<file path="src/rtl/counter_step_tracker_if.sv">
// ============================================================================
// Module      : counter_step_tracker_if
// Description : Sample stream in / recovered counter mode out bundle for the
//               counter step tracker. The master drives samples, the slave
//               (the tracker) returns the recovered mode and error status.
// Revision    : 1.0 - initial release
// ============================================================================
`default_nettype none

interface counter_step_tracker_if #(
  parameter int WIDTH = 4,
  parameter int ERR_W = 8
);
  logic             in_valid;
  logic [WIDTH-1:0] cnt;
  logic             locked;
  logic             down;
  logic             step;
  logic [WIDTH-1:0] pred;
  logic             err;
  logic [ERR_W-1:0] err_count;

  modport master (
    output in_valid, cnt,
    input  locked, down, step, pred, err, err_count
  );

  modport slave (
    input  in_valid, cnt,
    output locked, down, step, pred, err, err_count
  );
endinterface

`default_nettype wire

</file>
<file path="src/rtl/counter_step_tracker.sv">
// ============================================================================
// Module      : counter_step_tracker
// Description : Watches the value stream of an up/down counter, infers its
//               direction and step size (1 or 2), locks after LOCK_LEN
//               consistent transitions, predicts the next value and counts
//               mismatches seen while locked (saturating).
// Options     : COUNTER_TRACK_STALL_EN - when defined, a repeated value is
//               tolerated in every state; otherwise it breaks track/lock.
// Revision    : 1.0 - initial release
// ============================================================================
`default_nettype none

module counter_step_tracker #(
  parameter int WIDTH    = 4,
  parameter int LOCK_LEN = 3,
  parameter int ERR_W    = 8
) (
  input  wire logic              clk,
  input  wire logic              rst,
  counter_step_tracker_if.slave  bus
);

`ifdef COUNTER_TRACK_STALL_EN
  localparam bit STALL_EN = 1'b1;
`else
  localparam bit STALL_EN = 1'b0;
`endif

  // Run counter only needs to reach LOCK_LEN; it never counts past it.
  localparam int               RUN_W    = (LOCK_LEN < 2) ? 1 : $clog2(LOCK_LEN + 1);
  localparam logic [RUN_W-1:0] LOCK_RUN = RUN_W'(LOCK_LEN);
  localparam logic [RUN_W-1:0] RUN_ONE  = RUN_W'(1);
  // With LOCK_LEN = 1 a single legal transition is already enough to lock.
  localparam bit               LOCK_ON_FIRST = (LOCK_LEN <= 1);

  localparam logic [WIDTH-1:0] D_ONE   = WIDTH'(1);
  localparam logic [WIDTH-1:0] D_TWO   = WIDTH'(2);
  localparam logic [WIDTH-1:0] D_MONE  = {WIDTH{1'b1}};
  localparam logic [WIDTH-1:0] D_MTWO  = {{(WIDTH-1){1'b1}}, 1'b0};
  localparam logic [ERR_W-1:0] ERR_MAX = {ERR_W{1'b1}};

  typedef enum logic [1:0] {
    ST_EMPTY = 2'd0,
    ST_SEED  = 2'd1,
    ST_TRACK = 2'd2,
    ST_LOCK  = 2'd3
  } state_t;

  typedef enum logic [2:0] {
    CD_UP1     = 3'd0,
    CD_UP2     = 3'd1,
    CD_DN1     = 3'd2,
    CD_DN2     = 3'd3,
    CD_STALL   = 3'd4,
    CD_ILLEGAL = 3'd5
  } code_t;

  state_t           state;
  logic [WIDTH-1:0] prev;
  logic             cand_down;
  logic             cand_step;
  logic [RUN_W-1:0] run;

  logic             locked_r;
  logic             down_r;
  logic             step_r;
  logic [WIDTH-1:0] pred_r;
  logic             err_r;
  logic [ERR_W-1:0] err_count_r;

  logic [WIDTH-1:0] delta;
  code_t            code;
  logic             code_legal;
  logic             code_stall;
  logic             code_down;
  logic             code_step;
  logic             code_match;
  logic [WIDTH-1:0] step_amt;
  logic [WIDTH-1:0] pred_code;
  logic [RUN_W-1:0] run_inc;
  logic [ERR_W-1:0] err_count_inc;

  // Classify the transition from the previous sample and precompute the
  // prediction that follows the current sample under that transition.
  always_comb begin
    delta = bus.cnt - prev;
    code  = CD_ILLEGAL;
    if (delta == {WIDTH{1'b0}}) begin
      code = CD_STALL;
    end else if (delta == D_ONE) begin
      code = CD_UP1;
    end else if (delta == D_TWO) begin
      code = CD_UP2;
    end else if (delta == D_MONE) begin
      code = CD_DN1;
    end else if (delta == D_MTWO) begin
      code = CD_DN2;
    end

    code_legal = (code == CD_UP1) || (code == CD_UP2) ||
                 (code == CD_DN1) || (code == CD_DN2);
    code_stall = (code == CD_STALL);
    code_down  = (code == CD_DN1) || (code == CD_DN2);
    code_step  = (code == CD_UP2) || (code == CD_DN2);
    code_match = code_legal && (code_down == cand_down) && (code_step == cand_step);

    step_amt  = code_step ? D_TWO : D_ONE;
    pred_code = code_down ? (bus.cnt - step_amt) : (bus.cnt + step_amt);

    run_inc       = run + RUN_ONE;
    err_count_inc = (err_count_r == ERR_MAX) ? err_count_r : (err_count_r + ERR_W'(1));
  end

  // Tracker state machine with registered mode, prediction and error outputs.
  always_ff @(posedge clk) begin
    if (rst) begin
      state       <= ST_EMPTY;
      prev        <= '0;
      cand_down   <= 1'b0;
      cand_step   <= 1'b0;
      run         <= '0;
      locked_r    <= 1'b0;
      down_r      <= 1'b0;
      step_r      <= 1'b0;
      pred_r      <= '0;
      err_r       <= 1'b0;
      err_count_r <= '0;
    end else begin
      err_r <= 1'b0;
      if (bus.in_valid) begin
        prev <= bus.cnt;
        case (state)
          ST_EMPTY: begin
            state <= ST_SEED;
          end

          ST_SEED: begin
            // First legal transition becomes the candidate mode.
            if (code_legal) begin
              cand_down <= code_down;
              cand_step <= code_step;
              run       <= RUN_ONE;
              if (LOCK_ON_FIRST) begin
                state    <= ST_LOCK;
                locked_r <= 1'b1;
                down_r   <= code_down;
                step_r   <= code_step;
                pred_r   <= pred_code;
              end else begin
                state <= ST_TRACK;
              end
            end
          end

          ST_TRACK: begin
            if (code_match) begin
              run <= run_inc;
              if (run_inc == LOCK_RUN) begin
                state    <= ST_LOCK;
                locked_r <= 1'b1;
                down_r   <= code_down;
                step_r   <= code_step;
                pred_r   <= pred_code;
              end
            end else if (code_legal) begin
              // A new legal mode restarts the consistency run.
              cand_down <= code_down;
              cand_step <= code_step;
              run       <= RUN_ONE;
              if (LOCK_ON_FIRST) begin
                state    <= ST_LOCK;
                locked_r <= 1'b1;
                down_r   <= code_down;
                step_r   <= code_step;
                pred_r   <= pred_code;
              end
            end else if (code_stall && STALL_EN) begin
              // Repeated value tolerated: hold everything.
            end else begin
              state <= ST_SEED;
              run   <= '0;
            end
          end

          ST_LOCK: begin
            if (code_match) begin
              pred_r <= pred_code;
            end else if (code_legal) begin
              // Mode change: flag it and start tracking the new mode.
              err_r       <= 1'b1;
              err_count_r <= err_count_inc;
              cand_down   <= code_down;
              cand_step   <= code_step;
              run         <= RUN_ONE;
              if (LOCK_ON_FIRST) begin
                down_r <= code_down;
                step_r <= code_step;
                pred_r <= pred_code;
              end else begin
                state    <= ST_TRACK;
                locked_r <= 1'b0;
                down_r   <= 1'b0;
                step_r   <= 1'b0;
                pred_r   <= '0;
              end
            end else if (code_stall && STALL_EN) begin
              // Repeated value tolerated: hold lock and outputs.
            end else begin
              err_r       <= 1'b1;
              err_count_r <= err_count_inc;
              state       <= ST_SEED;
              run         <= '0;
              locked_r    <= 1'b0;
              down_r      <= 1'b0;
              step_r      <= 1'b0;
              pred_r      <= '0;
            end
          end

          default: begin
            state <= ST_EMPTY;
          end
        endcase
      end
    end
  end

  assign bus.locked    = locked_r;
  assign bus.down      = down_r;
  assign bus.step      = step_r;
  assign bus.pred      = pred_r;
  assign bus.err       = err_r;
  assign bus.err_count = err_count_r;

endmodule

`default_nettype wire

</file>
<file path="src/flat_wrapper.sv">
// flat-port wrapper written by rule: the top's interface ports become plain ports
module counter_step_tracker_flat 
#(
  parameter int WIDTH    = 4,
  parameter int LOCK_LEN = 3,
  parameter int ERR_W    = 8
)
  (clk, rst, bus_in_valid, bus_cnt, bus_locked, bus_down, bus_step, bus_pred, bus_err, bus_err_count);
  counter_step_tracker_if #(.WIDTH(WIDTH), .ERR_W(ERR_W)) bus_i ();
  input  wire logic clk;
  input  wire logic rst;
  input wire logic [$bits(bus_i.in_valid)-1:0] bus_in_valid;
  input wire logic [$bits(bus_i.cnt)-1:0] bus_cnt;
  output wire logic [$bits(bus_i.locked)-1:0] bus_locked;
  output wire logic [$bits(bus_i.down)-1:0] bus_down;
  output wire logic [$bits(bus_i.step)-1:0] bus_step;
  output wire logic [$bits(bus_i.pred)-1:0] bus_pred;
  output wire logic [$bits(bus_i.err)-1:0] bus_err;
  output wire logic [$bits(bus_i.err_count)-1:0] bus_err_count;
  assign bus_i.in_valid = bus_in_valid;
  assign bus_i.cnt = bus_cnt;
  assign bus_locked = bus_i.locked;
  assign bus_down = bus_i.down;
  assign bus_step = bus_i.step;
  assign bus_pred = bus_i.pred;
  assign bus_err = bus_i.err;
  assign bus_err_count = bus_i.err_count;
  counter_step_tracker #(.WIDTH(WIDTH), .LOCK_LEN(LOCK_LEN), .ERR_W(ERR_W)) u_core (.clk(clk), .rst(rst), .bus(bus_i));
endmodule
</file>
<file path="config.mk">
export PLATFORM = sky130hd
export DESIGN_NAME = counter_step_tracker_flat
export DESIGN_NICKNAME = d
export VERILOG_FILES = /design/src/rtl/counter_step_tracker_if.sv /design/src/rtl/counter_step_tracker.sv /design/src/flat_wrapper.sv
export SDC_FILE = /design/constraint.sdc
export NUM_CORES = 1
export LEC_CHECK = 0
export BUFFER_PORTS_ARGS = -buffer_cell sky130_fd_sc_hd__buf_2
export CORE_ASPECT_RATIO = 0.5
export CORE_MARGIN = 2
export CORE_UTILIZATION = 51
export CTS_BUF_LIST = sky130_fd_sc_hd__clkbuf_16
export CTS_CLUSTER_DIAMETER = 40
export CTS_CLUSTER_SIZE = 20
export DETAILED_ROUTE_END_ITERATION = 6
export PLACE_DENSITY = 0.72
export RECOVER_POWER = 100
export SLEW_MARGIN = 20
export SYNTH_ARGS = -nofsm -noshare
export SYNTH_HDL_FRONTEND = slang
export SYNTH_SLANG_ARGS = --single-unit
</file>
<file path="constraint.sdc">
create_clock -name clk -period 2.81 [get_ports clk]
set_input_delay 0.1405 -clock clk [delete_from_list [all_inputs] [get_ports clk]]
set_output_delay 0.1405 -clock clk [all_outputs]
set_load 0.05 [all_outputs]
</file>
==> results by group <==
Timing
  • RSZ-0062 raised after global routing: true
  • Final setup fails: 0
  • Fmax: 366 MHz
  • Final Hold Viols: 0
  • Shortest period the worst path allows: 2730 ps
  • Slew Limit Headroom: 59.6%
  • Max-slew violations: 0
  • Final worst path period share: 97.2%
  • Slew @ Worst Pin: 606 ps
  • Hold_ws: 140 ps
  • Skew final: 5.34 ps

Placed design
  • Total placed cells including tap cells: 249
  • Gp weighted congestion: 0.867
  • Hpwl dp: 2550 µm
  • I/O Buffers: 22
  • Post-DP Area: 1860 µm²

Global route
  • First-pass GRT wire length: 6080 µm
  • Gr usage total: 20.5%
  • Initial antenna violation count: 0
  • Vias in the first global route: 1,372
  • Overflow after GRT: 0
  • Largest net degree at the start of global routing: 31

Min path
  • Hold depth: 3
  • Hold path start: bus_cnt[0]
  • Hold Crit Class: in2reg
  • WHS Endpoint: u_core.prev[0]

Clock tree
  • CTS clk-pin slew, worst paths: 70 ps
  • Clk Latency, worst-skew pair: 270 ps
  • CTS tree: done
  • CTS Buf Count: 3
  • CTS Buffer Depth: 2
  • Clock Tree Root: clkbuf_16
  • Hold buffers post-CTS: 0
  • Sink Count: 26
  • CTS H-Tree Depth: 1

Critical path
  • CP peak stage delay: 400 ps
  • Register-to-Register Setup Slack: 80 ps
  • Top delay family on crit path: compound AO/OA/AOI/OAI gates
  • Cells along the critical path: ha_4 -> inv_1 -> fa_2 -> xor2_4 -> and3_4 -> o311a_4 -> inv_4 -> ha_4 -> inv_1 -> a21o_1 -> a21oi_2 -> xnor2_1 -> xnor2_1 -> o32ai_1
  • CP required: 2950 ps
  • Critical path class: reg2reg
  • CP Max Fanout: 5
  • CP bufs+invs: 3
  • Slowest cell on crit path: fa_2
  • Worst R2R Path Depth: 14
  • Setup crit start kind: register
  • CP arrival: 2870 ps
  • Worst r2r src: u_core.prev[0]
  • RR Endpoint: u_core.bus.pred[3]
  • Setup crit end kind: register

Layout
  • Ant. Diodes: 0
  • Layout cells sized above 1: 31.1%
  • Area Growth Syn to Fin: 26.5%
  • Util after Layout: 68.6%
  • Sequential Area: 522 µm²
  • Multi-input gate area: 1120 µm²
  • Most common cell after layout, fill and taps aside: dfxtp_1
  • Non-filler instance count after layout: 259
  • Design area: 2090 µm²
  • Nets: 237
  • Layout filler cell count: 269
  • Commonest non-fill, non-tap cells in the layout: dfxtp_1, buf_2, buf_4

Synth
  • Synth cell types: 54
  • Warnings from Yosys: 0
  • Synth area leaders: dfxtp_1, ha_1, inv_1
  • Post-synth EDFFs: 0
  • Leading area contributor after synthesis: dfxtp_1
  • Seq/Total Area, Yosys: 31.5%
  • Synth Area per Inst: 9.14 µm²
  • Mapped cell area: 1650 µm²
  • Dominant synthesized flop cell: dfxtp_1
  • Number of synthesized register bits: 26
  • Mapped Cells: 181
  • Synth Net Count: 198
  • Yosys top cell area share: 31.5%
  • Post-synth ARST share: 0%

Run status
  • Outcome: finished clean

Die
  • Row cnt: 14
  • Die width: 84.5 µm
  • I/O pin count: 23
  • Die outline area: 3740 µm²
  • Initial Util: 54.3%
  • Die height: 44.3 µm
  • Core area: 3050 µm²

Drt
  • Wire per inst: 14.1 µm
  • Routed WL: 3660 µm
  • ANT nets after route: 0
  • DRC violations left: 0
  • Total vias in the final route: 1,457
  • Vias per inst: 5.63
  • DR WL met2: 1690 µm
  • Highest routed layer: met4
  • Met3 WL post-DR: 119 µm
  • TritonRoute pass-1 iters: 4
  • Wl on met1: 1830 µm
  • Initial DRC Count: 117

Pwr
  • Power Density: 452 nW/µm²
  • Leak: 0.815 nW
  • Worst vdd ir: 0.322 mV
  • Power, Total: 945 µW

Job
  • Max_cap viols: 0
## metrics by stage
stage / TNS (ps) / worst slack (ps)
after CTS: 0 / 5.61
final: 0 / 78.7
after detailed placement: -217 / -100
after global routing: -126 / -44.0
after global placement: -25.1 / -25.1
after floorplan: 0 / 24.4
## worst register-to-register path, stage by stage (launching register included)
cell	delay, ps
dfxtp_2	350
ha_4	130
inv_1	50
fa_2	400
xor2_4	230
and3_4	170
o311a_4	390
inv_4	70
ha_4	130
inv_1	40
a21o_1	170
a21oi_2	120
xnor2_1	140
xnor2_1	130
o32ai_1	80
## area by class of cell
cell class / count / area share [%]
sequential: 26 / 24.9
inverter: 16 / 3.59
tap: 40 / 2.39
multi-input combinational: 133 / 53.6
timing repair buffer: 40 / 11.7
clock inverter: 1 / 0.179
clock buffer: 3 / 3.59
## cell usage after synthesis (3+ instances only)
cell type	instances
dfxtp_1	26
inv_1	15
nor2_1	15
a21oi_1	11
o21ai_0	9
ha_1	8
nand2_1	6
nand3_1	6
mux2i_1	5
nand2b_1	5
nand4_1	4
o32ai_1	4
or3_1	4
xnor2_1	4
a211oi_1	3
nor3b_1	3
o2bb2ai_1	3
or4_1	3
## report_power, final
part	internal, mW	switching [mW]	total [mW]
Combinational	0.106	0.122	0.228
Clock	0.191	0.137	0.328
Sequential	0.376	0.0123	0.388
## worst max-delay path by stage
stage	from	endpoint	slack [ps]	depth (start not counted)
finish	u_core.prev[0]	u_core.bus.pred[3]	80	14
global route	u_core.prev[0]	u_core.bus.pred[3]	-40	14
CTS	u_core.prev[0]	u_core.bus.pred[3]	6	14
detailed placement	bus_cnt[0]	u_core.bus.pred[3]	-100	16
global placement	bus_cnt[0]	u_core.bus.pred[3]	-30	16
floorplan	u_core.prev[0]	u_core.bus.pred[3]	20	14
## routing by layer
| layer | track usage, % | up-vias |
|---|---|---|
| met1 | 26.6 | 687 |
| met4 | 6.35 | 0 |
| met5 | 0 | - |
| met3 | 4.48 | 2 |
| met2 | 35.3 | 26 |
| li1 | - | 742 |
## state kept, by name (all words and copies together) (netlist names)
name / cells
u_core.state: 2
u_core.bus.down: 1
u_core.cand_step: 1
u_core.prev: 4
u_core.bus.step: 1
u_core.bus.locked: 1
u_core.run: 2
u_core.bus.pred: 4
u_core.bus.err: 1
u_core.cand_down: 1
u_core.bus.err_count: 8
## cell families (layout without fill, tap and decap cells)
family / after synthesis / count (layout) / share of synthesized area, %
and+or+nand+nor: 61 / 61 / 23.2
buffers and inverters: 23 / 60 / 7.41
AOI/OAI and AO/OA: 47 / 48 / 20.9
DFF: 26 / 26 / 31.5
xor gates and xnor gates: 7 / 7 / 4.16
adders and majority gates: 10 / 10 / 8.47
muxes: 7 / 7 / 4.39
## timing repair
item,CTS,global route
buffers inserted,0,5
gates cloned,0,1
resized for setup,4,14
endpoints found under the setup margin,4,4
pin swaps,0,14
No activity file was read; power rests on OpenSTA's default activity.
